`config.mk`:
```
export PLATFORM = sky130hd
export DESIGN_NAME = clk_divider
export DESIGN_NICKNAME = d
export VERILOG_FILES = /design/src/rtl/clk_divider.sv
export SDC_FILE = /design/constraint.sdc
export NUM_CORES = 1
export LEC_CHECK = 0
export CORE_MARGIN = 10
export CORE_UTILIZATION = 43
export DETAILED_ROUTE_END_ITERATION = 6
export SLEW_MARGIN = 20
export SYNTH_ARGS = -nofsm -noshare
export SYNTH_HDL_FRONTEND = slang
export SYNTH_SLANG_ARGS = --single-unit
```
`constraint.sdc`:
```
create_clock -name pclock -period 11.6 [get_ports pclock]
set_clock_uncertainty 0.05 [all_clocks]
set_input_delay 1.16 -clock pclock [delete_from_list [all_inputs] [get_ports pclock]]
set_output_delay 1.16 -clock pclock [all_outputs]
set_load 0.005 [all_outputs]
```
`src/rtl/clk_divider.sv`:
```
// clk_divider: programmable integer clock divider driven by pclock.
//
// Ports:
//   pclock      in            sole clock, rising-edge
//   reset       in            synchronous, active-high
//   en          in            level request for the divided clock
//   div_ratio   in  RATIO_W   requested ratio N (0 and 1 act as 2)
//   dclock      out           registered divided clock, HI cycles high then N-HI low
//   running     out           high while RUN or STOP
//   period_tick out           one-cycle pulse on the first cycle of each dclock period
//   ratio_q     out RATIO_W   active (clamped) ratio
//
// HI = N - floor(N/2). A new ratio is only picked up at period boundaries.
// Dropping en lets the current period finish before returning to idle.
module clk_divider #(
  parameter int unsigned RATIO_W = 8
) (
  input  logic               pclock,
  input  logic               reset,
  input  logic               en,
  input  logic [RATIO_W-1:0] div_ratio,
  output logic               dclock,
  output logic               running,
  output logic               period_tick,
  output logic [RATIO_W-1:0] ratio_q
);

  typedef enum logic [1:0] {
    IDLE = 2'd0,
    RUN  = 2'd1,
    STOP = 2'd2
  } state_t;

  state_t             state, state_d;
  logic [RATIO_W-1:0] cnt, cnt_d;
  logic [RATIO_W-1:0] n, n_d;
  logic [RATIO_W-1:0] hi_d;
  logic [RATIO_W-1:0] ratio_clamped;
  logic               dclock_d;
  logic               tick_d;
  logic               wrap;

  assign ratio_clamped = (div_ratio < RATIO_W'(2)) ? RATIO_W'(2) : div_ratio;
  assign wrap          = (cnt == n - RATIO_W'(1));

  always_comb begin
    state_d  = state;
    cnt_d    = cnt;
    n_d      = n;
    tick_d   = 1'b0;
    hi_d     = '0;
    dclock_d = 1'b0;

    case (state)
      IDLE: begin
        cnt_d = '0;
        if (en) begin
          state_d = RUN;
          n_d     = ratio_clamped;
          tick_d  = 1'b1;
        end
      end
      RUN, STOP: begin
        if (wrap) begin
          cnt_d = '0;
          if (state == STOP && !en) begin
            state_d = IDLE;
          end else begin
            state_d = en ? RUN : STOP;
            n_d     = ratio_clamped;
            tick_d  = 1'b1;
          end
        end else begin
          cnt_d   = cnt + RATIO_W'(1);
          state_d = en ? RUN : STOP;
        end
      end
      default: begin
        state_d = IDLE;
        cnt_d   = '0;
      end
    endcase

    // High phase is derived from the ratio that will be active after this
    // edge, so a ratio loaded on a wrap shapes the new period from its first cycle.
    hi_d     = n_d - {1'b0, n_d[RATIO_W-1:1]};
    dclock_d = (state_d != IDLE) && (cnt_d < hi_d);
  end

  always_ff @(posedge pclock) begin
    if (reset) begin
      state       <= IDLE;
      cnt         <= '0;
      n           <= RATIO_W'(2);
      dclock      <= 1'b0;
      period_tick <= 1'b0;
    end else begin
      state       <= state_d;
      cnt         <= cnt_d;
      n           <= n_d;
      dclock      <= dclock_d;
      period_tick <= tick_d;
    end
  end

  assign running = (state != IDLE);
  assign ratio_q = n;

endmodule

```
==> results summary, run 1 <==
The run finished with clean final reports. The clock latency of the later-clocked register in the worst-skew pair is 0.26 ns. Adding up every negative setup slack in the final design gives 0 ns. Net switching is between 40% and 50% of the power.

The tightest min-delay check is of the reg -> reg type. The horizontal die dimension is just over 80 um. The starting density of the core came out at 45.8%.

The sort of element at the end of the critical path is a register. The total vias in the final route is about 1600. In the routed design, unresolved DRC markers number 0. For this run, the number of Yosys warnings is 0. The share of total power in combinational logic came out at 51.2%. For this run, the leading register cell type out of synthesis is sky130_fd_sc_hd__dfxtp_1. The total CTS buffers came out at 3. The detailed router's first-iteration violation count is 122. The hold-fix buffer count after cts came out at 0.

Global routing consumed, on the met1 layer, 16.5% of the routing resources. The final-report hold violation count is 0. After clock tree synthesis, the clock-pin slew on the worst setup and hold paths is ~0.080 ns. The total routing usage reported by global routing came out at around an eighth.

The total wire length after detailed routing is ~4400 um. Data arrives at the worst endpoint at roughly 5.2 ns. The number of max-capacitance violations reported is 0.

The maximum buffer depth of the clock tree is 2. The residual antenna-violating net count after detailed routing came out at 0. The number of gates resized after CTS is 0.

The ratio of cells with drive above 1 in the final layout came out at a little over a tenth. The first-pass detailed-route iteration total is 4. The via count of the first global-routing pass is approximately 1600. The area enclosed by the die boundary came out at 0.00691 mm2.

The pin count of the biggest net entering global routing came out at 21. The worst setup path is launched from a primary input. The launch instance of the worst register-to-register path is ratio_q[0]$_SDFF_PP0_. The clock tree root driver cell is sky130_fd_sc_hd__clkbuf_8. The final critical delay including setup and external delays came out at a little over 5 ns. The fmax is 0.197 GHz. The critical path class is in -> reg. The post-detailed-placement cell area came out at around 0.0020 mm2.

The largest fanout on the critical path is 4. The number of rows in the core area came out at 22. The average cell area after synthesis is a little over 8 um2. 22 I/O pins were placed. The transition time at the pin with the least slew margin is ~0.9 ns.

The count of state elements after synthesis is 20. At the placement stage, the worst setup path has a slack of 6.24 ns. The worst path setup slack after routing is roughly 6.5 ns. Summing every instance area after synthesis gives about 0.0017 mm2. The global route total overflow came out at 0. The post-synthesis instance total is between 200 and 250. The most used routing layer is met2. The headroom to the max-slew limit is 38.0%. The total power draw came out at around 0.28 mW.

The maximum cell stage delay along the critical path is 0.51 ns. The post-route cell area came out at ~0.002 mm2. The routability-driven placement congestion ratio is about 0.85. The total number of H-tree levels is 1. The analysis attributes to cell leakage a power of between 0.8 and 0.9 nW. Post-CTS timing repair inserted 0 buffers for setup. IR analysis of the VDD net gives a maximum drop of ~0.063 mV. The critical path's slowest cell is sky130_fd_sc_hd__or4_1. The distinct cell type count of the synthesized netlist is 48.

The clock net in this run drives a total of 20 sinks. The slack of the worst reg-to-reg path is 6.62 ns. Setup repair after global routing left no endpoint under its margin. For met2 alone, demand over resource in global routing was a little under a fifth. The timing startpoint of the critical path is div_ratio[1].

The synthesized design contains 0 enable-type register cells. The number of antenna violations at the first check in global routing was 0. The chip height came out at 83.1 um. The total power divided by cell area is roughly 140 mW/mm2. The CTS tree is yes. The origin of the worst min-delay path is state[0]$_SDFF_PP0_. The async set-or-reset flop fraction in the synthesized netlist came out at 0%. The detail-routed via count per cell is roughly 5.7. The final-report setup violation count came out at 0. The met3 track demand over resource in global routing is under 10%. The final antenna diode count is 0. The data required time at the worst endpoint is about 12 ns.

Input and output buffers added on the ports amount to 21. The number of nets handed over by synthesis was 239. The critical path goes through clkdlybuf4s50_1 -> or4_1 -> nor4_1 -> o21ai_0 -> mux2i_1 -> o32a_2 -> ha_1 -> inv_1 -> fa_1 -> a21oi_1 -> nor2_1 -> nor2_1 -> xnor2_1 -> ha_1 -> a2111o_1 -> o2111ai_1 -> nor2_1 -> a211oi_1.

The first-pass GRT wire length came out at around 7500 um. The portion of total power attributed to sequential cells is 28.9%. The switching power summed over all nets came out at roughly 0.11 mW. The final count of pins violating max slew is 0.

The internal power of the cells totals between 0.15 and 0.2 mW. The sequential area share after synthesis came out at 23.4%. The final-stage net count came out at 258. Relative to the synthesized area, the layout overhead comes to 17.3%. The share of total power in the clock network came out at about a fifth. The cell that appears most often on the critical path is sky130_fd_sc_hd__nor2_1. The estimated wirelength of the detail-placed design came out at 3580 um.

The final cycle utilization of the critical path is approximately 44%. After detailed routing, the average wire length per cell comes to between 15 and 20 um. The standard cell core area is about 0.0037 mm2.
==> state kept, by name, summed over array words and instances, names as in the netlist <==
| signal | flops |
|---|---|
| period_tick | 1 |
| state | 2 |
| cnt | 8 |
| ratio_q | 8 |
| dclock | 1 |
==> synthesized netlist by cell type (all sizes together) (3+ instances only) <==
library cell | number | share of area (%)
xnor2 | 13 | 6.6
xor2 | 7 | 3.6
nor3 | 12 | 4.2
nand4 | 5 | 2.7
nand2 | 8 | 1.8
inv | 22 | 4.8
nand2b | 4 | 1.5
o21ai | 10 | 2.9
clkbuf | 5 | 1.1
nor4 | 5 | 2.7
a21oi | 12 | 3.5
ha | 19 | 14
nor2 | 24 | 5.8
a211oi | 3 | 1.3
a22o | 4 | 2.3
nand3 | 3 | 0.88
dfxtp | 20 | 23
==> cells by family after synthesis <==
| family | synth area share (%) |
|---|---|
| simple gates | 23.9 |
| compound gates | 20.4 |
| buf+inv | 6.50 |
| xor+xnor | 10.2 |
| fa+ha+maj | 15.0 |
| flops | 23.4 |
| mux | 0.584 |
==> per-stage QoR <==
stage               utilization (%)  instances  hold WS (ns)
floorplan                         -        208         0.430
global route                   53.7        274         0.494
detailed placement             52.2        270         0.454
finish                         53.7        274         0.468
CTS                            53.7        274         0.466
global placement               52.2        270         0.446
==> power by group through the flow <==
stage                     clock, mW  combinational, mW  sequential [mW]
final                        0.0560              0.144           0.0812
after CTS                    0.0564              0.146           0.0811
after detailed placement          0              0.144           0.0826
after floorplan                   0              0.108           0.0805
after global routing         0.0585              0.163           0.0820
after global placement            0              0.140           0.0826
==> layer usage <==
metal	wire length (um)	up-vias	share of wire, %
met5	0	-	0
met4	67	0	1.5
met1	2070	741	47
li1	-	779	-
met2	1980	40	45
met3	298	6	6.8
==> layout make-up <==
class,instances,area (um2)
multi-input cells,159,1200
repair buffers,21,210
inverters,22,82.6
clock buffers,4,55.1
flip-flops and latches,20,400
fillers,368,1730
well taps,48,60.1
==> cells in the final DEF, fill, tap and decap left out, types with 4 or more instances in the layout <==
| cell type | instances |
|---|---|
| sky130_fd_sc_hd__a21oi_1 | 12 |
| sky130_fd_sc_hd__a22o_2 | 4 |
| sky130_fd_sc_hd__clkbuf_8 | 4 |
| sky130_fd_sc_hd__clkdlybuf4s50_1 | 21 |
| sky130_fd_sc_hd__dfxtp_1 | 20 |
| sky130_fd_sc_hd__ha_1 | 19 |
| sky130_fd_sc_hd__inv_1 | 18 |
| sky130_fd_sc_hd__inv_2 | 4 |
| sky130_fd_sc_hd__nand2_1 | 8 |
| sky130_fd_sc_hd__nand2b_1 | 4 |
| sky130_fd_sc_hd__nand4_1 | 4 |
| sky130_fd_sc_hd__nor2_1 | 20 |
| sky130_fd_sc_hd__nor2_2 | 4 |
| sky130_fd_sc_hd__nor3_1 | 11 |
| sky130_fd_sc_hd__nor4_1 | 4 |
| sky130_fd_sc_hd__o21ai_0 | 10 |
| sky130_fd_sc_hd__xnor2_1 | 13 |
| sky130_fd_sc_hd__xor2_1 | 7 |
==> worst max-delay path: cells and delay by family <==
family                     cells  cell delay, ns
AOI/OAI and AO/OA              6            1.31
and+or+nand+nor                5            1.20
adders and majority gates      3            0.78
buffers and inverters          2            0.50
muxes                          1            0.15
xor gates and xnor gates       1            0.10
==> worst paths after layout <==
kind | to | cells past startpoint
max | dclock$_SDFF_PP0_ | 18
min | state[0]$_SDFF_PP0_ | 2
max reg2reg | dclock$_SDFF_PP0_ | 19
min reg2reg | state[0]$_SDFF_PP0_ | 2
Power figures use the tool's default switching activity.
==> inputs of run 2 (changes only) <==
Clock period 11.6 ns to 5.2 ns, I/O delays scaled along.
==> run 2 against run 1 <==
  * Highest routed layer unchanged
  * Combinational power up 120%
  * Sequential power up 120%
  * Clock-buffer cell count unchanged
  * Total power up 120%
  * Non-clock buffer count up 1
==> results summary, run 2 (same netlist as run 1, synthesis figures left out) <==
The total wire length after detailed routing came out at ~4500 um. The tree built by TritonCTS fans out to 20 sinks. Measured against its own limit, the worst slew margin works out to 38.7%. The final hold slack came out at 0.481 ns.

The clock latency of the later-clocked register in the worst-skew pair came out at between 0.2 and 0.3 ns. The multi-input combinational cells in the finished layout cover a total of 0.00120 mm2. Summed over all nets, the switching power comes to ~0.25 mW. The maximum buffer depth of the clock tree came out at 2. The data required time at the worst endpoint came out at 5.33 ns. Fill cells in the final layout number 372. The number of input and output port buffers inserted is 21.

22 I/O pins were placed. The die is just over 80 um tall. The total instance count after detailed placement came out at 271. The area enclosed by the die boundary came out at slightly below 0.007 mm2.

The worst setup path is of the reg -> reg kind. The floorplan has 22 rows. The hold-fix buffer count after cts came out at 0.

The count of cells in the finished layout, fillers not included, comes to approximately 280. The worst voltage drop across the vdd grid is about 0.17 mV. The total vias in the final route came out at 1520. The via count of the first global-routing pass is about 1500.

The total number of H-tree levels is 1. The starting density of the core is between 40 and 50%. The routed length per placed instance is about 16 um. Once the clock tree was built, the resizer swapped 0 gates to a different size.

In this run the post-CTS setup repair buffer count came out at 0. The clock transition at the registers of the reported paths came out at about 0.08 ns. The final critical delay including setup and external delays came out at 4.59 ns.

The routed wire length on met2 came out at 2110 um. The final cycle utilization of the critical path is between 80 and 90%. The tool flagged a number of max-cap violations equal to 0. Summed over all failing endpoints, the final setup total negative slack is 0 ns. The detailed router's first-iteration violation count came out at 65. The final count of pins violating max slew came out at 0.

At the pin with the least slew margin, the transition time is 0.917 ns. TritonCTS built the clock tree. Entering global routing, the biggest net connects 21 pins. The total routing usage reported by global routing is between 10% and 20%. Of the total power, the share spent switching nets is about 40%.

The final-report hold violation count came out at 0. Before antenna repair, the detailed router went through 4 iterations. The internal power summed over all cells came out at approximately 0.38 mW. The cell count of the worst reg-to-reg path came out at 20. The global route total overflow is 0. The share of total power dissipated in the clock network is roughly a fifth. The total power divided by cell area is between 300 and 400 mW/mm2. The total CTS buffers is 3. The library cell used most frequently in the layout, excluding fill and tap cells, is sky130_fd_sc_hd__clkdlybuf4s50_1.

The worst hold path belongs to the class reg -> reg. The final-report setup violation count is 0. The estimated wirelength of the detail-placed design came out at 3630 um. The worst setup path is captured at a register. The met1 wire length is 2090 um. The signal arrival time at the worst endpoint is between 4 and 5 ns. The largest fanout on the critical path is 6. OpenSTA, run right after detailed placement, puts the worst setup slack at ~0.46 ns. The area of all sequential standard cells came out at 400 um2. The first global-routing pass estimated ~7500 um of wire.

The detail-routed via count per cell is 5.53. At the end of routability-driven placement, the weighted congestion stood at around 0.87. The final antenna diode count came out at 0. The residual antenna-violating net count after detailed routing is 0. The final-stage net count is 259. The slack of the worst reg-to-reg path is 0.61 ns.

In the detailed route, the total length drawn on met3 is ~240 um. Once layout is done, the placed cells without fillers occupy a little over 0.002 mm2. The path with the worst hold slack has its endpoint at state[0]$_SDFF_PP0_. The origin of the worst min-delay path is state[0]$_SDFF_PP0_. The portion of total power attributed to sequential cells is around 29%. The worst path setup slack after routing came out at 0.612 ns. The worst setup path is launched from a register. The number of antenna violations at the first check in global routing came out at 0. The share of total power in combinational logic is between 50% and 60%. The endpoint identified for the worst register-to-register timing path is dclock$_SDFF_PP0_. The ratio of cells with drive above 1 in the final layout came out at about 11%.

The count of cells along the worst hold path is 2. For this run, design rule violations remaining after detail routing come to 0. The horizontal die dimension came out at roughly 83 um.

The top cell types in the final layout, fill and taps aside, are 21 x sky130_fd_sc_hd__clkdlybuf4s50_1, 20 x sky130_fd_sc_hd__nor2_1, 20 x sky130_fd_sc_hd__dfxtp_1, 19 x sky130_fd_sc_hd__ha_1, 18 x sky130_fd_sc_hd__inv_1. In this run the top signal layer used is met4. Setup repair after global routing left no endpoint under its margin. The leakage power is slightly above 0.8 nW. The launch instance of the worst register-to-register path is ratio_q[0]$_SDFF_PP0_. The standard cell core area came out at 0.00374 mm2. The fmax came out at about 0.22 GHz. The growth of design area from synthesis to finish is 17.7%. The run finished with clean final reports. The post-detailed-placement cell area came out at 0.00196 mm2. The root buffer cell chosen for the clock tree is sky130_fd_sc_hd__clkbuf_8.
run 2: critical path: stages (launching register included):
cell,delay [ns]
sky130_fd_sc_hd__dfxtp_1,0.41
sky130_fd_sc_hd__inv_1,0.11
sky130_fd_sc_hd__ha_1,0.24
sky130_fd_sc_hd__nor2b_1,0.16
sky130_fd_sc_hd__and3_1,0.20
sky130_fd_sc_hd__nor4_4,0.43
sky130_fd_sc_hd__a41oi_2,0.23
sky130_fd_sc_hd__nor3_4,0.31
sky130_fd_sc_hd__o32a_2,0.26
sky130_fd_sc_hd__ha_1,0.18
sky130_fd_sc_hd__inv_1,0.05
sky130_fd_sc_hd__fa_1,0.40
sky130_fd_sc_hd__a21oi_1,0.15
sky130_fd_sc_hd__nor2_1,0.05
sky130_fd_sc_hd__nor2_1,0.14
sky130_fd_sc_hd__xnor2_1,0.10
sky130_fd_sc_hd__ha_1,0.20
sky130_fd_sc_hd__a2111o_1,0.41
sky130_fd_sc_hd__o2111ai_1,0.19
sky130_fd_sc_hd__nor2_1,0.06
sky130_fd_sc_hd__a211oi_1,0.18
run 2: worst max path at each step:
stage / endpoint / slack [ns] / from / depth (start not counted)
3_5_place_dp: dclock$_SDFF_PP0_ / 0.46 / div_ratio[1] / 18
3_3_place_gp: dclock$_SDFF_PP0_ / 0.36 / div_ratio[2] / 18
6_report: dclock$_SDFF_PP0_ / 0.61 / ratio_q[0]$_SDFF_PP0_ / 20
5_1_grt: dclock$_SDFF_PP0_ / 0.21 / ratio_q[0]$_SDFF_PP0_ / 20
2_1_floorplan: dclock$_SDFF_PP0_ / 1.04 / ratio_q[0]$_SDFF_PP0_ / 20
4_1_cts: dclock$_SDFF_PP0_ / 0.60 / ratio_q[0]$_SDFF_PP0_ / 20
run 2: layout make-up:
type / count / area share [%]
Clock buffer: 4 / 2.73
Tap cell: 48 / 2.98
Multi-Input combinational cell: 159 / 59.6
Timing Repair Buffer: 22 / 10.8
Sequential cell: 20 / 19.8
Inverter: 22 / 4.09
run 2: layer usage:
metal	track usage, %	vias up
met2	21.4	30
met5	0	-
li1	-	782
met3	4.10	2
met4	1.38	0
met1	15.4	706
run 2: stage by stage:
step	utilization, %	power (mW)
global placement	52.4	0.501
floorplan	-	0.421
detailed placement	52.4	0.507
finish	53.9	0.623
global route	53.9	0.678
CTS	53.9	0.631
run 2: power by group through the flow:
stage / clock network, mW / registers, mW / logic [mW]
after floorplan: 0 / 0.180 / 0.241
after global placement: 0 / 0.184 / 0.316
after detailed placement: 0 / 0.185 / 0.323
after CTS: 0.125 / 0.181 / 0.324
after global routing: 0.130 / 0.183 / 0.364
final: 0.120 / 0.181 / 0.322
